**src/rtl/dec_char_stream_out.sv**
```systemverilog
// Drains one slot of the decimal-character result RAM and streams its 47 ASCII chars,
// MSB byte first, on a valid/ready byte interface, retrying reads while the slot is not ready.
module dec_char_stream_out #(
  parameter int unsigned MAX_RETRY     = 32,
  parameter bit          SKIP_LEAD_NUL = 1'b1
) (
  input  logic         clk_i,
  input  logic         reset_i,
  input  logic         req_valid_i,
  input  logic [3:0]   req_addrs_i,
  output logic         req_ready_o,
  output logic         rden_o,
  output logic [3:0]   rdaddrs_o,
  input  logic [375:0] rddata_i,
  input  logic [1:0]   exceptCode_i,
  input  logic         ready_i,
  output logic         char_valid_o,
  output logic [7:0]   char_data_o,
  output logic         char_last_o,
  input  logic         char_ready_i,
  output logic [1:0]   exceptCode_o,
  output logic         rd_timeout_o,
  output logic         busy_o
);

  localparam logic [5:0] LAST_IDX   = 6'd46;
  localparam logic [7:0] RETRY_LAST = 8'(MAX_RETRY - 1);

  typedef enum logic [2:0] {
    IDLE,
    ISSUE,
    CHECK,
    SKIP,
    SEND
  } state_e;

  state_e         state_q, state_d;
  logic [3:0]     addr_q, addr_d;
  logic [7:0]     retry_q, retry_d;
  logic [5:0]     idx_q, idx_d;
  logic [375:0]   shreg_q, shreg_d;
  logic [1:0]     exc_q, exc_d;
  logic           timeout_q, timeout_d;

  always_ff @(posedge clk_i) begin
    if (reset_i) begin
      state_q   <= IDLE;
      addr_q    <= 4'd0;
      retry_q   <= 8'd0;
      idx_q     <= 6'd0;
      shreg_q   <= '0;
      exc_q     <= 2'd0;
      timeout_q <= 1'b0;
    end else begin
      state_q   <= state_d;
      addr_q    <= addr_d;
      retry_q   <= retry_d;
      idx_q     <= idx_d;
      shreg_q   <= shreg_d;
      exc_q     <= exc_d;
      timeout_q <= timeout_d;
    end
  end

  always_comb begin
    state_d   = state_q;
    addr_d    = addr_q;
    retry_d   = retry_q;
    idx_d     = idx_q;
    shreg_d   = shreg_q;
    exc_d     = exc_q;
    timeout_d = 1'b0;
    case (state_q)
      IDLE: begin
        if (req_valid_i) begin
          addr_d  = req_addrs_i;
          retry_d = 8'd0;
          state_d = ISSUE;
        end
      end
      ISSUE: begin
        state_d = CHECK;
      end
      CHECK: begin
        if (ready_i) begin
          shreg_d = rddata_i;
          exc_d   = exceptCode_i;
          idx_d   = 6'd0;
          // Only enter SKIP when there really is a NUL to drop, so a non-NUL first
          // char costs no extra cycle.
          if (SKIP_LEAD_NUL && (rddata_i[375:368] == 8'h00)) begin
            state_d = SKIP;
          end else begin
            state_d = SEND;
          end
        end else if (retry_q == RETRY_LAST) begin
          timeout_d = 1'b1;
          state_d   = IDLE;
        end else begin
          retry_d = retry_q + 8'd1;
          state_d = ISSUE;
        end
      end
      SKIP: begin
        shreg_d = {shreg_q[367:0], 8'h00};
        idx_d   = idx_q + 6'd1;
        if ((shreg_q[367:360] != 8'h00) || (idx_q == LAST_IDX - 6'd1)) begin
          state_d = SEND;
        end
      end
      SEND: begin
        if (char_ready_i) begin
          shreg_d = {shreg_q[367:0], 8'h00};
          if (idx_q == LAST_IDX) begin
            idx_d   = 6'd0;
            state_d = IDLE;
          end else begin
            idx_d = idx_q + 6'd1;
          end
        end
      end
      default: begin
        state_d = IDLE;
      end
    endcase
  end

  always_comb begin
    req_ready_o  = 1'b0;
    rden_o       = 1'b0;
    char_valid_o = 1'b0;
    char_last_o  = 1'b0;
    case (state_q)
      IDLE:  req_ready_o = 1'b1;
      ISSUE: rden_o      = 1'b1;
      SEND: begin
        char_valid_o = 1'b1;
        char_last_o  = (idx_q == LAST_IDX);
      end
      default: ;
    endcase
  end

  assign rdaddrs_o    = addr_q;
  assign char_data_o  = shreg_q[375:368];
  assign exceptCode_o = exc_q;
  assign rd_timeout_o = timeout_q;
  assign busy_o       = ~req_ready_o;

endmodule

```
**config.mk**
```make
export PLATFORM = sky130hd
export DESIGN_NAME = dec_char_stream_out
export DESIGN_NICKNAME = d
export VERILOG_FILES = /design/src/rtl/dec_char_stream_out.sv
export SDC_FILE = /design/constraint.sdc
export NUM_CORES = 1
export LEC_CHECK = 0
export CAP_MARGIN = 15
export CORE_MARGIN = 3
export CORE_UTILIZATION = 50
export CTS_BUF_LIST = sky130_fd_sc_hd__clkbuf_4 sky130_fd_sc_hd__clkbuf_8 sky130_fd_sc_hd__clkbuf_16
export DETAILED_ROUTE_END_ITERATION = 8
export PLACE_DENSITY = 0.82
export SYNTH_ARGS = -nofsm -noshare
export SYNTH_HDL_FRONTEND = slang
export SYNTH_SLANG_ARGS = --single-unit
```
**constraint.sdc**
```tcl
create_clock -name clk_i -period 2.1 [get_ports clk_i]
set_input_delay 0.21 -clock clk_i [delete_from_list [all_inputs] [get_ports clk_i]]
set_output_delay 0.21 -clock clk_i [all_outputs]
set_load 0.01 [all_outputs]
```
======== Word level (Yosys, flattened, before mapping) ========
Cells that the tools add are included.
word-level totals
  register bits ........................... 400
  bits of input ports ..................... 387
  output and inout bits ................... 20
  word-level logic and storage cells ...... 61
cells by class
  add/sub/neg operators ................... 2
  equal/unequal tests ..................... 14
  mux-type cells .......................... 24
  bitwise operators ....................... 2
  reductions and logical operators ........ 12
operators with widths
  cell                                           count
  case mux 376 bit (3 select lines)              1
  two-way mux 376 bit                            2
  two-way mux 8 bit                              3
  two-way mux 3 bit                              6
  two-way mux 6 bit                              3
  case mux 6 bit (3 select lines)                1
  case mux 8 bit (2 select lines)                1
  case mux 3 bit (5 select lines)                1
  != test 2 bit, second input constant           7
  == test 6 bit, second input constant           2
  adder 8 x 1 -> 8 bit, second input constant    1
  == test 8 x 5 -> 1 bit, second input constant  1
  logical NOT 8 bit                              1
  AND reduction 4 bit                            2
  nonzero test 8 bit                             1
  adder 6 x 1 -> 6 bit, second input constant    1
  == test 3 x 2 -> 1 bit, second input constant  2
  two-way mux 1 bit                              6
  AND reduction 2 bit                            2
  == test 3 x 1 -> 1 bit, second input constant  1
  == test 3 bit, second input constant           1
  logical NOT 3 bit                              1
  AND reduction 3 bit                            1
  nonzero test 3 bit                             1
  4 further kinds                                5

======== Longest topological paths before layout ========
Gate-level depths: netlist of the first run.
  word-level depth ........................ 4
  depth in mapped cells ................... 7
  mapped depth without buffers ............ 5

======== Worst setup path before layout of the first run ========
OpenSTA, ideal clock, no wires.
  path type ............................... reg2reg
  start point ............................. register state_q[2]
  end point ............................... register idx_q[1]
  setup time .............................. 0.149 ns
  data arrival time ....................... 1.609 ns
  required time ........................... 1.951 ns
  path slack .............................. 0.342 ns
  cell stages (with the launch flop) ...... 6
  buffers on the path ..................... 0
  period minus slack after synthesis ...... 1.758 ns
  cells stage by stage .................... dfxtp_1 or3b_4 inv_2 a2bb2oi_1 o31ai_1 a211oi_1
on the way
  word-level cells in the longest chain between the ends .. 3
  elaborated cells on any way between the ends .. 8
  those cells by class .................... 5 x eq/ne; 1 x mux; 2 x reduce/logical
RTL lines
  item                                                                  RTL line  text
  start, declared                                                       37        state_e state_q, state_d;
  start signal, assigned                                                55        state_q <= state_d;
  == test 3 x 2 -> 1 bit or == test 3 bit (tied branches)               73        case (state_q)
  != test 2 bit (no source line) or nonzero test 3 bit (tied branches)  -
  AND reduction 3 bit (no source line)                                  -
  end signal, assigned                                                  58        idx_q <= idx_d;
  end, declared                                                         40        logic [5:0] idx_q, idx_d;
Parallel ways exist; a longest one is shown, timed or not.
A chain may end at the register's enable or synchronous reset.

======== Final worst setup path of the first run ========
  start point ............................. register state_q[2]
  end point ............................... output char_last_o
on the way
  word-level cells in the longest chain between the ends .. 2
RTL lines
  item               RTL line  text
  == test 3 bit      133       case (state_q)
  two-way mux 1 bit  133
  end, declared      19        output logic char_last_o,
Every way passes these cells.

==> results of run 1 <==
[how the worst max path moves through the flow]
stage          slack, ps        from            to  cells past startpoint
6_report              70  state_q[2]   char_last_o                      4
5_1_grt               -2  state_q[2]   shreg_q[42]                      8
4_1_cts              -30  state_q[2]   shreg_q[51]                      8
3_5_place_dp         -30  state_q[2]  shreg_q[179]                      7
3_3_place_gp         100     ready_i    retry_q[7]                      5
2_1_floorplan        340  state_q[2]      idx_q[1]                      5
[report_power, final]
part           internal (mW)  switching, mW  leakage (nW)
sequential              8.88          0.744          3.25
combinational           2.93           3.45          4.52
clock                   4.64           2.97         0.708
[metrics by stage]
| stage | hold WS [ps] | total power [mW] | setup TNS, ps | cells | area, µm² |
|---|---|---|---|---|---|
| final | 197.0 | 23.61 | 0 | 3040 | 23780 |
| after floorplan | 289.3 | 13.38 | 0 | 2237 | 17350 |
| after detailed placement | 444.9 | 15.62 | -56.93 | 2943 | 21890 |
| after CTS | 160.8 | 23.41 | -70.28 | 3025 | 23550 |
| after global placement | 442.4 | 15.36 | 0 | 2943 | 21890 |
| after global routing | 209.8 | 24.74 | -4.424 | 3039 | 23770 |
[layout make-up]
class	instances	share of cell area, %
Clock inverter	12	0.7262
Tap cell	448	2.358
Timing Repair Buffer	501	22.80
Clock buffer	59	5.268
Inverter	8	0.1368
Multi-Input combinational cell	1609	35.00
Antenna cell	3	0.03158
Sequential cell	400	33.69
[state kept, by name, indices dropped and copies added, names as in the netlist]
name / cells
state_q: 3
exceptCode_o: 2
shreg_q: 376
rd_timeout_o: 1
rdaddrs_o: 4
idx_q: 6
retry_q: 8
[cells in the final DEF, fill, tap and decap left out, drive strengths merged, types with 5 or more instances in the layout]
cell           count
a21oi             20
a311oi           368
buf               88
clkbuf            63
clkdlybuf4s50    400
clkinv             5
dfxtp            400
inv                9
mux2i              7
nand2            749
nand3             12
nor2             381
o21ai              6
o31ai              7
or3                7
or4               10
[worst max-delay path, cell delays in order, from the launching register on]
cell	delay [ps]
dfxtp_2	360
or3b_4	410
inv_4	110
and3_1	180
clkdlybuf4s15_2	250
[cell families (layout without fill, tap and decap cells)]
kind of cell	count (synthesis)	count (layout)
compound gates	414	414
xor+xnor	1	1
fa+ha+maj	4	4
buf+inv	228	580
flops	400	400
mux	7	7
other cells	0	3
simple gates	1183	1183
[per-layer routing]
metal	wire length [µm]	global-route usage, %
met5	11	0
met4	1728	8.910
met3	4690	4.432
met2	26750	47.38
met1	22290	36.53
[repair_timing]
item | CTS | global route
endpoints found under the setup margin | 29 | 205
hold buffers | 0 | 0
cloned | 4 | 4
resized for setup | 16 | 7
setup buffers | 7 | 8
==> flow_summary.toml, run 1 <==
[power]
power_density_nw_per_um2 = 993.1
ir_drop_v = 0.0007014
p_leak_nw = 8.479

[clocking]
clkTransAtPathRegs_ps = 60
cts.path.max_buffers = 3
cts_root_buffer = "clkbuf_16"
numCtsBuffers = 41
clk_latency_ps = 530
cts.sinks = 400
htree_levels = 2
cts_tree = "yes"

[sta]
period_share_pct = 96.67
post-route-min-period_ps = 2030
tightestPinTransition_ps = 610.5
timing.final.ws_setup_ps = 69.95
fin_skew_ps = 14.88
setup_viol = 0
relSlewSlack_pct = 59.30
drv_slew = 0
hold_viol_final = 0
fmax_ghz = 0.4926

[die]
die_y_um = 192.3
floorplan.initialDensity_pct = 51.23
core_um2 = 33870
fp.dieW_um = 192.3
ios = 407
die-area_um2 = 36970
rows = 67

[cells_and_area]
seq_area_um2 = 8009
num-nets-final = 2952
post-route-util_pct = 70.20
areaGrowthSynthToFinish_pct = 37.04
final_layout_size_suffix_gt1_share_pct = 6.991
multi_input_area_um2 = 8320
n_fill_cell = 2582

[drt]
drc = 0
wl_per_cell_um = 18.25
wl_um = 55470
vias_per_cell = 5.832
drt-initial-drc-count = 1709
vias = 17730
firstDrtPassIters = 5
antenna_left = 0

[synthesis]
synth_edf_count = 0
synthArstFlopShare_pct = 0
yosysTopAreaCell = "dfxtp_1"
yosys.area.top_type_share_pct = 46.16
avgSynthCellArea_um2 = 7.756
synthAdderAreaFrac_pct = 0.2885
ys_top_cells_by_count = "nand2_1, dfxtp_1, nor2_1"
synthXorXnorAreaFrac_pct = 0.05048
synth_compound_area_share_pct = 20.34
synth_area_um2 = 17350
synth_flop_cell = "dfxtp_1"
yosys.area_share.simple_pct = 26.68
netlist_instances = 2237
synth_top_family_by_area = "simple AND/OR/NAND/NOR gates"
muxShareOfSynthArea_pct = 0.4039
ys_seq_area_share_pct = 46.16
ys_ff_latch = 400
yosysMostFrequentCell = "nand2_1"
ys_types = 51
syn-num-nets = 2628
yosysWarnings = 0
netlist_top_cells_area = "dfxtp_1, a311oi_1, nand2_1"

[critical_path]
r2r_cells = 8
reg2reg_slack_ps = 80
critPathRequiredTime_ps = 1890
r2r-end = "shreg_q[285]"
crit_arrival_ps = 1820
startpoint_type = "register"
crit_path_max_fanout = 6
endpoint_kind = "output port"
rr_startpoint = "state_q[2]"
path_class = "register to output port"

[grt]
grt_pass1_wl_um = 84300
antenna_found_initial = 4
overflow = 0
grt_max_degree = 96
grt_use_total_pct = 27.93
grt_pass1_vias = 16650

[placement]
pre_cts_slack_ps = -25.67
routabilityCongestion = 0.8664
port_buffers = 406
dpl.hpwl_um = 37210

[hold_path]
min_to = "retry_q[1]"
hp-class = "primary input to register"
holdPathStages = 2
hp-start = "reset_i"

[job]
cap_violations = 0

[run_status]
status = "finished clean"
Note: power is estimated with default switching activity, not from simulation.
==> run 2: changes to the inputs <==
- SKIP_CTS_REPAIR_TIMING: default -> 1
==> run 2 against run 1 <==
Net effect:
- final area grew 0.82%
- power increased by 0.66%
- utilization rose by 0.58 points
- final cell count up 0.26%
- sequential share of layout area decreased by 0.27 points
- global-route usage is 0.78 points lower
- critical path type is now register to register
==> flow_summary.toml, run 2 (synthesis gave the netlist of run 1 again) <==
[hold_path]
hp-class = "primary input to register"
hp-start = "reset_i"

[die]
ios = 407
floorplan.initialDensity_pct = 51.23
rows = 67
core_um2 = 33870
fp.dieW_um = 192.3
die_y_um = 192.3
die-area_um2 = 36970

[cells_and_area]
final_cell_mix = "nand2_1, clkdlybuf4s50_1, dfxtp_1, nor2_1, a311oi_1"
multi_input_area_um2 = 8351
top_register = "shreg_q"
seq_area_um2 = 8009
num-nets-final = 2960
final_layout_size_suffix_gt1_share_pct = 7.432
n_fill_cell = 2541
layoutNonFillerInstCount = 3048
largest_reg_flops = 376
largestRegisters = "shreg_q x376, retry_q x8, idx_q x6"
finalInstanceArea_um2 = 23970
final_common_cell = "nand2_1"
post-route-util_pct = 70.78
areaGrowthSynthToFinish_pct = 38.17

[critical_path]
path_class = "register to register"
startpoint_type = "register"
crit_arrival_ps = 2480
crit_path_max_fanout = 12
critPathRequiredTime_ps = 2520
endpoint_kind = "register"
startpoint = "state_q[2]"
rr_startpoint = "state_q[2]"

[grt]
overflow = 0
grt_pass1_wl_um = 82200
grt_use_total_pct = 27.15
grt_pass1_vias = 16410
antenna_found_initial = 4
grt_max_degree = 96

[clocking]
cts.sinks = 400
cts_tree = "yes"
clk_latency_ps = 530
numCtsBuffers = 41
clkTransAtPathRegs_ps = 60
cts_root_buffer = "clkbuf_16"
cts.path.max_buffers = 3
htree_levels = 2

[placement]
place_inst = 2943
port_buffers = 406
routabilityCongestion = 0.8664
dpl.hpwl_um = 37210
placed_cell_area_um2 = 21890

[power]
p_switching_mw = 7.239
combPwrFrac_pct = 27.5
switching_share_pct = 30.46
p_leak_nw = 8.615
seq_power_share_pct = 40.5
ir_drop_v = 0.0007040
clock_power_share_pct = 32.0
power_density_nw_per_um2 = 991.6
p_int_mw = 16.53

[sta]
relSlewSlack_pct = 59.73
tightestPinTransition_ps = 604.1
rsz0062_at_grt = "yes"
post-route-min-period_ps = 2063
hold_viol_final = 0
fmax_ghz = 0.4848
period_share_pct = 98.22
setup_viol = 0
drv_slew = 0
fin_skew_ps = 16.09

[drt]
wl_um = 56250
antenna_left = 0
drc = 0
vias_per_cell = 5.886
wl_per_cell_um = 18.45
vias = 17940
firstDrtPassIters = 6
drt-initial-drc-count = 1739

[job]
cap_violations = 0

[run_status]
status = "finished clean"
[run 2: cell count changes in the layout (fill, tap and decap cells not counted)]
| cell | previous run | this run |
|---|---|---|
| a311oi_2 | 1 | 5 |
| bufbuf_16 | 4 | 0 |
| dlygate4sd2_1 | 4 | 0 |
| clkbuf_16 | 47 | 57 |
| nor3b_2 | 0 | 1 |
| buf_8 | 1 | 2 |
| buf_16 | 8 | 10 |
| buf_12 | 24 | 21 |
| clkdlybuf4s15_2 | 1 | 0 |
| buf_4 | 52 | 53 |
| a311oi_1 | 367 | 363 |
| buf_6 | 3 | 4 |
| nor3b_1 | 2 | 1 |
| dlymetal6s2s_1 | 0 | 5 |
[run 2: critical path, cell delays in order (launching register included)]
cell and delay (ps):
dfxtp_2 350, or3b_4 440, inv_4 110, o2bb2ai_4 140, buf_12 140, buf_12 150
buf_6 140, clkbuf_16 160, nor2_1 40, a311oi_1 270
[run 2: path summary, 6_finish.rpt]
| check | to | slack (ps) | cells past startpoint |
|---|---|---|---|
| min reg2reg | shreg_q[6] | 450 | 2 |
| max reg2reg | shreg_q[358] | 40 | 9 |
| min | retry_q[1] | 190 | 2 |
| max | shreg_q[358] | 40 | 9 |
[run 2: layer usage]
layer | vias up | part of all wire (%) | global-route usage, % | wire [µm]
met3 | 122 | 8.5 | 4.342 | 4776
li1 | 8488 | - | - | -
met1 | 8433 | 40 | 35.63 | 22520
met4 | 2 | 3.2 | 9.498 | 1780
met2 | 895 | 48 | 45.48 | 27160
met5 | - | 0.020 | 0 | 11
[run 2: area by class of cell]
class                   count  area share (%)
multi-input cells        1609           34.84
inverters                   8          0.1357
well taps                 448           2.338
flip-flops and latches    400           33.41
diodes                      3         0.03132
repair buffers            509           23.30
clock inverters            12          0.7203
clock buffers              59           5.225
[run 2: power by group through the flow]
stage	sequential [mW]	clock [mW]	combinational, mW
2_1_floorplan	9.52	0	3.86
3_3_place_gp	9.68	0	5.68
3_5_place_dp	9.73	0	5.89
4_1_cts	9.59	7.67	5.94
5_1_grt	9.74	8.01	7.13
6_report	9.63	7.61	6.53
[run 2: metrics by stage]
step	hold WS [ps]	TNS, ps	worst slack (ps)	power (mW)
floorplan	289.3	0	342.3	13.38
global placement	442.4	0	99.68	15.36
detailed placement	444.9	-56.93	-25.67	15.62
CTS	157.1	-1533	-399.0	23.21
global route	212.9	-421.7	-55.45	24.88
finish	193.1	0	37.43	23.77
